**config.mk**
```make
export PLATFORM = sky130hd
export DESIGN_NAME = copper_fetch
export DESIGN_NICKNAME = d
export VERILOG_FILES = /design/src/rtl/copper_fetch.sv
export SDC_FILE = /design/constraint.sdc
export NUM_CORES = 1
export LEC_CHECK = 0
export CORE_AREA = 4 4 104 106
export DETAILED_ROUTE_END_ITERATION = 10
export DIE_AREA = 0 0 108 110
export GPL_ROUTABILITY_DRIVEN = 0
export GPL_TIMING_DRIVEN = 0
export PLACE_DENSITY = 0.78
export SYNTH_ARGS = -nofsm -noshare
export SYNTH_HDL_FRONTEND = slang
export SYNTH_SLANG_ARGS = --single-unit
```
**constraint.sdc**
```tcl
create_clock -name clk -period 3.5 [get_ports clk]
set_input_delay 0.7 -clock clk [delete_from_list [all_inputs] [get_ports clk]]
set_output_delay 0.7 -clock clk [all_outputs]
set_load 0.03 [all_outputs]
```
**src/rtl/copper_fetch.sv**
```systemverilog
`default_nettype none
// ============================================================================
//  Module      : copper_fetch
//  Description : Read-side front end for copper instruction memory. Issues
//                paired reads to the even/odd 16-bit memory halves, absorbs
//                the one-cycle BRAM read latency, and presents 32-bit
//                instructions from a 2-entry prefetch buffer over valid/ready.
//                Restart and jump reload the PC and flush buffered and
//                in-flight fetches.
//  Revision    : 1.0 - initial release
// ============================================================================
module copper_fetch #(
  parameter int AWIDTH = 10
) (
  input  logic              clk,
  input  logic              reset_n_i,
  input  logic              en_i,
  input  logic              restart_i,
  input  logic              jump_i,
  input  logic [AWIDTH-1:0] jump_addr_i,
  output logic              even_rd_en_o,
  output logic              odd_rd_en_o,
  output logic [AWIDTH-1:0] rd_address_o,
  input  logic [15:0]       even_data_i,
  input  logic [15:0]       odd_data_i,
  output logic              instr_valid_o,
  output logic [31:0]       instr_o,
  output logic [AWIDTH-1:0] instr_pc_o,
  input  logic              instr_ready_i
);

  localparam logic [AWIDTH-1:0] c_pc_one = {{(AWIDTH-1){1'b0}}, 1'b1};

  // Program counter and the single outstanding read.
  logic [AWIDTH-1:0] r_pc;
  logic              r_inflight;
  logic [AWIDTH-1:0] r_inflight_pc;

  // Two-entry prefetch buffer: the head drives the executor outputs directly.
  logic              r_head_valid;
  logic [31:0]       r_head_data;
  logic [AWIDTH-1:0] r_head_pc;
  logic              r_tail_valid;
  logic [31:0]       r_tail_data;
  logic [AWIDTH-1:0] r_tail_pc;

  logic        w_pop;
  logic        w_flush;
  logic        w_issue;
  logic        w_wr;
  logic [31:0] w_wr_data;
  logic [1:0]  w_occ;

  // Issue decision: never let buffered + in-flight entries exceed two after
  // this cycle's pop, so the buffer can never overflow. Reset gates the
  // enable so the memory ports go quiet the moment reset asserts.
  always_comb begin
    w_pop     = r_head_valid && instr_ready_i;
    w_flush   = restart_i || jump_i;
    w_wr      = r_inflight;
    w_wr_data = {even_data_i, odd_data_i};
    w_occ     = {1'b0, r_head_valid} + {1'b0, r_tail_valid}
              + {1'b0, r_inflight}   - {1'b0, w_pop};
    w_issue   = reset_n_i && en_i && !w_flush && (w_occ < 2'd2);
  end

  assign even_rd_en_o  = w_issue;
  assign odd_rd_en_o   = w_issue;
  assign rd_address_o  = r_pc;
  assign instr_valid_o = r_head_valid;
  assign instr_o       = r_head_data;
  assign instr_pc_o    = r_head_pc;

  // PC: restart beats jump; otherwise advance (wrapping) on each issue.
  always_ff @(posedge clk or negedge reset_n_i) begin
    if (!reset_n_i) begin
      r_pc <= '0;
    end else if (restart_i) begin
      r_pc <= '0;
    end else if (jump_i) begin
      r_pc <= jump_addr_i;
    end else if (w_issue) begin
      r_pc <= r_pc + c_pc_one;
    end
  end

  // In-flight tracker: a flush drops any read whose data is still pending.
  always_ff @(posedge clk or negedge reset_n_i) begin
    if (!reset_n_i) begin
      r_inflight    <= 1'b0;
      r_inflight_pc <= '0;
    end else begin
      r_inflight <= w_issue && !w_flush;
      if (w_issue) begin
        r_inflight_pc <= r_pc;
      end
    end
  end

  // Prefetch buffer: pop shifts the tail forward, returning data fills the
  // first free slot. Payload registers hold their value when emptied.
  always_ff @(posedge clk or negedge reset_n_i) begin
    if (!reset_n_i) begin
      r_head_valid <= 1'b0;
      r_head_data  <= '0;
      r_head_pc    <= '0;
      r_tail_valid <= 1'b0;
      r_tail_data  <= '0;
      r_tail_pc    <= '0;
    end else if (w_flush) begin
      r_head_valid <= 1'b0;
      r_tail_valid <= 1'b0;
    end else if (w_pop) begin
      if (r_tail_valid) begin
        r_head_data  <= r_tail_data;
        r_head_pc    <= r_tail_pc;
        r_tail_valid <= w_wr;
        if (w_wr) begin
          r_tail_data <= w_wr_data;
          r_tail_pc   <= r_inflight_pc;
        end
      end else begin
        r_head_valid <= w_wr;
        if (w_wr) begin
          r_head_data <= w_wr_data;
          r_head_pc   <= r_inflight_pc;
        end
      end
    end else if (w_wr) begin
      if (!r_head_valid) begin
        r_head_valid <= 1'b1;
        r_head_data  <= w_wr_data;
        r_head_pc    <= r_inflight_pc;
      end else if (!r_tail_valid) begin
        r_tail_valid <= 1'b1;
        r_tail_data  <= w_wr_data;
        r_tail_pc    <= r_inflight_pc;
      end
    end
  end

endmodule
`default_nettype wire

```
==> results.txt, run 1 <==
----------------------------------------------------
[Critical path]
  Count of buffering cells on the critical path with inverters included ... 5
  Critical setup path kind ... input port to primary output
  Worst path cell trace ... dlygate4sd2_1 -> and2_4 -> ha_1 -> inv_1 -> ha_1 -> a21oi_2 -> mux2i_2 -> nor2_2 -> buf_6 -> buf_4 -> buf_4
  Cell type group with the largest total delay on the critical path ... buffers and inverters
  Crit path from ... instr_ready_i
  Worst path required time ... 2.80 ns
  Critical-path cell with the highest stage delay ... sky130_fd_sc_hd__mux2i_2
  Origin of the critical flop-to-flop path ... instr_valid_o
  Kind of start point of the critical path ... input port
  Slowest cell delay on critical path ... approximately 0.3 ns
  Data arrival time of the critical path ... approximately 2.7 ns
  Max FO, Critical Path ... 11
  Setup crit end kind ... primary output

[Global route]
  Wire length of the first global-routing pass ... approximately 18000 um
  Vias in the first global route ... around 3600
  Largest net degree at the start of global routing ... between 60 and 70
  Initial antenna violation count ... 0
  GRT Total Usage ... 0.188
  Total congestion overflow after global routing ... 0

[Logic synthesis]
  Syn_area_per_cell ... approximately 12 um^2
  Most common cell in the synthesized netlist ... sky130_fd_sc_hd__dfrtp_1
  Cell accounting for the most synthesized area ... sky130_fd_sc_hd__dfrtp_1
  Post-Synthesis Cell Area ... 4900 um^2
  Synth top cells by count ... sky130_fd_sc_hd__dfrtp_1 (107), sky130_fd_sc_hd__nor2_1 (54), sky130_fd_sc_hd__a21oi_1 (44)
  Post-Synthesis Cells ... 394
  Ys Warns ... 0
  Post-synth top area share ... 0.546
  Net count after synthesis ... around 450
  Largest cells by area after synthesis ... sky130_fd_sc_hd__dfrtp_1 (55%), sky130_fd_sc_hd__mux2_4 (9.5%), sky130_fd_sc_hd__mux2i_1 (8.8%), sky130_fd_sc_hd__mux2_2 (5.1%), sky130_fd_sc_hd__a21oi_1 (4.5%)
  Synthesized flop and latch total ... 107
  Distinct cell type count after synthesis ... 42
  Async set or reset register ratio after synthesis ... 1.00
  Post-synth EDFFs ... 0
  Top FF cell, synth ... sky130_fd_sc_hd__dfrtp_1
  Register area share after synthesis ... 0.546

[Routing]
  Initial DRC count ... roughly 170
  Number of vias in the routed layout ... 3425
  Via-to-Cell Ratio ... between 5 and 6
  Wire length reported by the detailed router ... approximately 11000 um
  Remaining DRCs ... 0
  Routed wire length per instance ... roughly 16 um
  Antenna Nets Post-Route ... 0
  Drt first pass iters ... 5

[Finish]
  Antenna cell count ... 0
  Nets ... between 500 and 600
  Share of cells above drive strength 1 ... 0.206
  Area grow syn2layout ... 30.1%
  Cell area after layout ... roughly 6400 um^2

[Power]
  Sw Ratio ... 0.274
  Sequential share of power ... 0.529
  Maximum vdd ir drop ... approximately 0.19 mV
  Total net switching power ... between 0.7 and 0.8 mW
  Fraction of power consumed by the clock network ... 0.291
  Internal Pwr Total ... 1.90 mW
  Leakage power ... between 3 and 4 nW
  Combinational power share ... 0.179
  Power Dens Cells ... 410 nW/um^2
  Total power after layout ... approximately 2.6 mW

[STA]
  Number of pins exceeding their max-slew limit in the final report ... 0
  Max Freq ... ~0.3 GHz
  Worst slew margin relative to its limit ... 0.475
  Final worst path period need ... roughly 3.4 ns
  Slack of the critical path ... ~0.12 ns
  Least-Margin Pin Slew ... 0.787 ns
  Final critical-path share of the clock period ... 0.967
  Clock skew after layout ... ~0.01 ns
  Setup repair after global routing missed its margin ... no
  Final setup violating endpoints ... 0
  Final hold violations ... 0

[Job]
  Number of maximum-capacitance constraint violations ... 0

[Clock network]
  Clock root buffer ... sky130_fd_sc_hd__clkbuf_8
  Clock latency of the later-clocked register in the worst-skew pair ... between 0.3 and 0.4 ns
  Clock slew at reported path FFs ... roughly 0.10 ns
  TritonCTS clock tree ... yes
  Total clock buffers created by CTS ... 9
  H-Tree Depth ... 3
  Sink count of the clock tree ... 107
  Clock Tree Buf Depth ... 2

[Min path]
  Class of the most critical hold timing path ... input port to asynchronous set/reset pin

[Die]
  Height of the die ... 110 um
  Core area ... 9770 um^2
  Overall die area ... ~12000 um^2
  Count of standard-cell rows ... 36
  Ports ... ~100
  Die width ... 108 um
  Effective utilization at floorplan ... 0.501

[Placement]
  Number of input and output port buffers inserted ... around 100
  Placed wire-length estimate after detailed placement ... approximately 7700 um
  Placement Setup Slack ... -0.825 ns
  Post-DP Area ... 6110 um^2

[Status]
  Run status ... completed

----------------------------------------------------
## sequential cells by signal, summed over array words and instances (netlist names)
register / count
instr_pc_o: 10
instr_valid_o: 1
r_inflight_pc: 10
instr_o: 32
r_tail_valid: 1
r_tail_data: 32
r_tail_pc: 10
rd_address_o: 10
r_inflight: 1
## kinds of logic (layout without fill, tap and decap cells)
kind of cell             count (synthesis)  count (layout)  synth area share
flip-flops                             107             107             0.546
multiplexers                            96              96             0.233
AND/OR/NAND/NOR                         84              84            0.0820
AO/OA/AOI/OAI                           68              68            0.0848
buffers and inverters                   33             159            0.0391
adder cells (fa/ha/maj)                  5               5            0.0128
XOR/XNOR                                 1               1           0.00179
## worst paths after layout
kind	to	slack [ns]	depth (start not counted)
worst max register to register	rd_address_o[2]	0.48	13
worst max-delay path	odd_rd_en_o	0.12	11
worst min register to register	r_tail_pc[7]	0.52	1
max in group asynchronous	instr_o[5]	2.37	2
min in group clk	r_tail_pc[7]	0.52	1
worst min-delay path	r_tail_data[22]	0.40	1
## power groups by stage
| stage | clock, mW | sequential [mW] | combinational (mW) |
|---|---|---|---|
| finish | 0.762 | 1.38 | 0.469 |
| global route | 0.825 | 1.40 | 0.505 |
| CTS | 0.778 | 1.38 | 0.474 |
| detailed placement | 0 | 1.41 | 0.469 |
| global placement | 0 | 1.40 | 0.457 |
| floorplan | 0 | 1.51 | 0.128 |
## worst register-to-register path, cell delays in order (launching register included)
cell	delay, ns
sky130_fd_sc_hd__dfrtp_1	0.49
sky130_fd_sc_hd__and2_4	0.23
sky130_fd_sc_hd__ha_1	0.27
sky130_fd_sc_hd__inv_1	0.04
sky130_fd_sc_hd__ha_1	0.27
sky130_fd_sc_hd__a21oi_2	0.06
sky130_fd_sc_hd__buf_4	0.14
sky130_fd_sc_hd__buf_4	0.12
sky130_fd_sc_hd__buf_4	0.12
sky130_fd_sc_hd__buf_4	0.12
sky130_fd_sc_hd__buf_4	0.12
sky130_fd_sc_hd__mux2_4	0.34
sky130_fd_sc_hd__and4_1	0.21
sky130_fd_sc_hd__a2111oi_0	0.37
## routing by layer
layer | vias up | global-route usage | wire [um]
met3 | 4 | 0.0349 | 587
met5 | - | 0 | 0
met2 | 83 | 0.314 | 5260
li1 | 1629 | - | -
met4 | 0 | 0.0541 | 40
met1 | 1709 | 0.253 | 4810
## final cells by class
cell class,count,area [um^2]
Sequential cell,107,2680
Multi-Input combinational cell,254,2040
Clock buffer,11,141
Buffer,24,164
Timing Repair Buffer,110,1090
Fill cell,757,3400
Inverter,9,33.8
Tap cell,133,166
Clock inverter,5,62.6
## cell usage in the layout, fill, tap and decap left out, types with 6 or more instances in the layout
cell	n
sky130_fd_sc_hd__dfrtp_1	107
sky130_fd_sc_hd__nand2_1	6
sky130_fd_sc_hd__inv_1	9
sky130_fd_sc_hd__mux2_2	22
sky130_fd_sc_hd__nor2_1	53
sky130_fd_sc_hd__o21ai_0	6
sky130_fd_sc_hd__buf_6	6
sky130_fd_sc_hd__mux2_4	31
sky130_fd_sc_hd__a21oi_1	44
sky130_fd_sc_hd__clkbuf_8	10
sky130_fd_sc_hd__mux2i_1	42
sky130_fd_sc_hd__buf_4	13
sky130_fd_sc_hd__buf_2	11
sky130_fd_sc_hd__clkdlybuf4s50_1	98
## per-stage QoR
stage / instances / TNS (ns) / hold WS, ns / util
floorplan: 394 / 0 / 0.404 / -
global placement: 629 / -299.96 / 0.488 / 0.623
detailed placement: 630 / -1.53 / 0.491 / 0.625
CTS: 653 / 0 / 0.428 / 0.652
global route: 653 / 0 / 0.459 / 0.652
finish: 653 / 0 / 0.404 / 0.652
## timing repair
item / in CTS / in global routing
hold buffers: 0 / 0
setup endpoints to repair: 2 / 0
endpoints found under the hold margin: 0 / 0
setup buffers: 7 / 0
resized for setup: 15 / 0
No activity file was read; power rests on OpenSTA's default activity.
==> inputs of run 2 (changes only) <==
PLACE_DENSITY = 0.79   (was 0.78)
==> run 2 against run 1 <==
  * Setup slack worse by 0.015 ns
  * Critical endpoint unchanged
  * Clock skew is 0.00083 ns higher
  * Clock-buffer cell count is 2 lower
  * Final cell count is 0.77% lower
  * Maximum frequency is 0.45% lower
==> results.txt, run 2 (same netlist as run 1, synthesis figures left out) <==
----------------------------------------------------
[Status]
  Run status ... completed (unchanged)

[Power]
  Internal Pwr Total ... 1.88 mW (was 1.90 mW)
  Power Dens Cells ... 410 nW/um^2 (about the same)
  Combinational power share ... 0.180 (was 0.179)
  Sw Ratio ... 0.278 (was 0.274)
  Maximum vdd ir drop ... 0.243 mV (was 0.186 mV)
  Sequential share of power ... 0.531 (was 0.529)
  Total net switching power ... 0.725 mW (was 0.717 mW)
  Leakage power ... 3.14 nW (was 3.15 nW)
  Fraction of power consumed by the clock network ... 0.289 (was 0.291)

[Routing]
  Remaining DRCs ... 0 (unchanged)
  Via-to-Cell Ratio ... 5.23 (was 5.25)
  Number of vias in the routed layout ... 3390 (was 3425)
  Routed wire length per instance ... 16.3 um (was 16.4 um)
  Antenna Nets Post-Route ... 0 (unchanged)
  Wire length reported by the detailed router ... 10600 um (was 10700 um)
  Drt first pass iters ... 4 (was 5)
  Initial DRC count ... 125 (was 167)

[Critical path]
  Max FO, Critical Path ... 4 (was 11)
  Endpoint of the worst register-to-register path ... rd_address_o[8] (was rd_address_o[2])
  Critical setup path kind ... input port to primary output (unchanged)
  Register-to-Register Setup Slack ... 0.82 ns (was 0.48 ns)
  Kind of start point of the critical path ... input port (unchanged)
  Critical-path cell with the highest stage delay ... sky130_fd_sc_hd__mux2i_4 (was sky130_fd_sc_hd__mux2i_2)
  Setup crit end kind ... primary output (unchanged)
  Crit path from ... instr_ready_i (unchanged)
  Data arrival time of the critical path ... 2.70 ns (was 2.68 ns)
  Worst path cell trace ... dlygate4sd2_1 -> and2_4 -> ha_1 -> inv_1 -> ha_1 -> a21oi_4 -> mux2i_4 -> nor2_2 -> buf_6 -> buf_4 -> buf_4 (was dlygate4sd2_1 -> and2_4 -> ha_1 -> inv_1 -> ha_1 -> a21oi_2 -> mux2i_2 -> nor2_2 -> buf_6 -> buf_4 -> buf_4)
  Cell type group with the largest total delay on the critical path ... buffers and inverters (unchanged)
  Slowest cell delay on critical path ... 0.31 ns (was 0.30 ns)
  Worst path required time ... 2.80 ns (about the same)
  Register-to-Register Path Depth ... 9 (was 13)
  Critical path capture point ... odd_rd_en_o (unchanged)
  Count of buffering cells on the critical path with inverters included ... 5 (unchanged)
  Origin of the critical flop-to-flop path ... instr_valid_o (unchanged)
  Critical path depth ... 11 (unchanged)

[Finish]
  Nets ... 563 (was 568)
  Non-Filler Instances ... 648 (was 653)
  Reg area ... 2680 um^2 (unchanged)
  Multi-input combinational cell area ... 2060 um^2 (was 2040 um^2)
  Cell area after layout ... 6350 um^2 (was 6370 um^2)
  Highest-count cells in the layout ignoring fill and taps ... sky130_fd_sc_hd__dfrtp_1 (107), sky130_fd_sc_hd__clkdlybuf4s50_1 (98), sky130_fd_sc_hd__nor2_1 (53) (unchanged)
  Antenna cell count ... 0 (unchanged)
  Layout fillers ... 758 (was 757)
  Share of cells above drive strength 1 ... 0.200 (was 0.206)
  Area grow syn2layout ... 29.7% (was 30.1%)
  Commonest non-fill, non-tap cell in the layout ... sky130_fd_sc_hd__dfrtp_1 (unchanged)

[Die]
  Core area ... 9770 um^2 (unchanged)
  Die width ... 108 um (unchanged)
  Effective utilization at floorplan ... 0.501 (unchanged)
  Overall die area ... 11900 um^2 (unchanged)
  Height of the die ... 110 um (unchanged)
  Count of standard-cell rows ... 36 (unchanged)
  Ports ... 103 (unchanged)

[Global route]
  Wire length of the first global-routing pass ... 17300 um (was 17700 um)
  Vias in the first global route ... 3473 (was 3605)
  Total congestion overflow after global routing ... 0 (unchanged)
  GRT Total Usage ... 0.182 (was 0.188)
  Initial antenna violation count ... 0 (unchanged)
  Largest net degree at the start of global routing ... 57 (was 66)

[Clock network]
  Sink count of the clock tree ... 107 (unchanged)
  Clock latency of the later-clocked register in the worst-skew pair ... 0.35 ns (was 0.36 ns)
  Clock Tree Buf Depth ... 2 (unchanged)
  H-Tree Depth ... 3 (unchanged)
  CTS Hold Buffers Added ... 0 (unchanged)
  TritonCTS clock tree ... yes (unchanged)
  Total clock buffers created by CTS ... 9 (unchanged)
  Clock slew at reported path FFs ... 0.10 ns (about the same)
  Clock root buffer ... sky130_fd_sc_hd__clkbuf_8 (unchanged)

[STA]
  Setup repair after global routing missed its margin ... no (unchanged)
  Final hold violations ... 0 (unchanged)
  Final setup violating endpoints ... 0 (unchanged)
  Least-Margin Pin Slew ... 0.695 ns (was 0.787 ns)
  Final worst path period need ... 3.40 ns (was 3.38 ns)
  Clock skew after layout ... 0.0111 ns (was 0.0103 ns)
  Number of pins exceeding their max-slew limit in the final report ... 0 (unchanged)
  Worst slew margin relative to its limit ... 0.537 (was 0.475)
  Max Freq ... 0.294 GHz (was 0.296 GHz)
  Final critical-path share of the clock period ... 0.971 (was 0.967)

[Min path]
  Class of the most critical hold timing path ... input port to asynchronous set/reset pin (unchanged)

[Placement]
  Number of input and output port buffers inserted ... 102 (unchanged)
  Placed wire-length estimate after detailed placement ... 7650 um (was 7690 um)
  Total instance count after detailed placement ... 630 (unchanged)
  Post-DP Area ... 6110 um^2 (about the same)

[Job]
  Number of maximum-capacitance constraint violations ... 0 (unchanged)

----------------------------------------------------
## run 2: cell type report
cell class / count / share of cell area
Clock buffer: 9 / 0.0195
Multi-Input combinational cell: 254 / 0.324
Timing Repair Buffer: 105 / 0.167
Buffer: 24 / 0.0258
Clock inverter: 7 / 0.0116
Inverter: 9 / 0.00532
Tap cell: 133 / 0.0262
Sequential cell: 107 / 0.421
## run 2: worst min path at each step
stage	to	slack, ns
floorplan	instr_o[0]	0.40
global placement	r_tail_data[6]	0.49
detailed placement	r_tail_data[30]	0.49
CTS	r_tail_data[26]	0.38
global route	r_tail_data[26]	0.40
finish	r_tail_data[26]	0.38
## run 2: worst register-to-register path, stage by stage (launching register included)
cell                        delay [ns]
sky130_fd_sc_hd__dfrtp_1          0.50
sky130_fd_sc_hd__and2_4           0.23
sky130_fd_sc_hd__ha_1             0.27
sky130_fd_sc_hd__inv_1            0.04
sky130_fd_sc_hd__ha_1             0.30
sky130_fd_sc_hd__a21oi_4          0.19
sky130_fd_sc_hd__buf_4            0.15
sky130_fd_sc_hd__mux2_4           0.34
sky130_fd_sc_hd__and4_1           0.20
sky130_fd_sc_hd__a2111oi_0        0.34
## run 2: routing by layer
layer / part of all wire / global-route usage / vias up
met5: 0 / 0 / -
met3: 0.057 / 0.0437 / 6
met4: 0.0060 / 0.0361 / 0
met1: 0.45 / 0.249 / 1664
li1: - / - / 1617
met2: 0.49 / 0.301 / 103
## run 2: repair_timing
item	4_1_cts	5_1_grt
endpoints found under the hold margin	0	0
pin swaps	1	0
buffers inserted	2	0
gates resized for setup	15	2
endpoints found under the setup margin	2	2
## run 2: through the flow
step | setup WS, ns | hold WS, ns | util | TNS, ns | power, mW
2_1_floorplan | 0.401 | 0.404 | - | 0 | 1.63
3_3_place_gp | -3.84 | 0.488 | 0.623 | -306.55 | 1.86
3_5_place_dp | -0.814 | 0.494 | 0.625 | -1.52 | 1.88
4_1_cts | 0.0734 | 0.382 | 0.648 | 0 | 2.63
5_1_grt | 0.0239 | 0.403 | 0.650 | 0 | 2.73
6_report | 0.102 | 0.379 | 0.650 | 0 | 2.60
## run 2: power groups by stage
stage | clock, mW | combinational (mW) | sequential, mW
global placement | 0 | 0.457 | 1.40
global route | 0.823 | 0.506 | 1.40
detailed placement | 0 | 0.471 | 1.41
floorplan | 0 | 0.128 | 1.51
finish | 0.752 | 0.470 | 1.38
CTS | 0.774 | 0.475 | 1.38
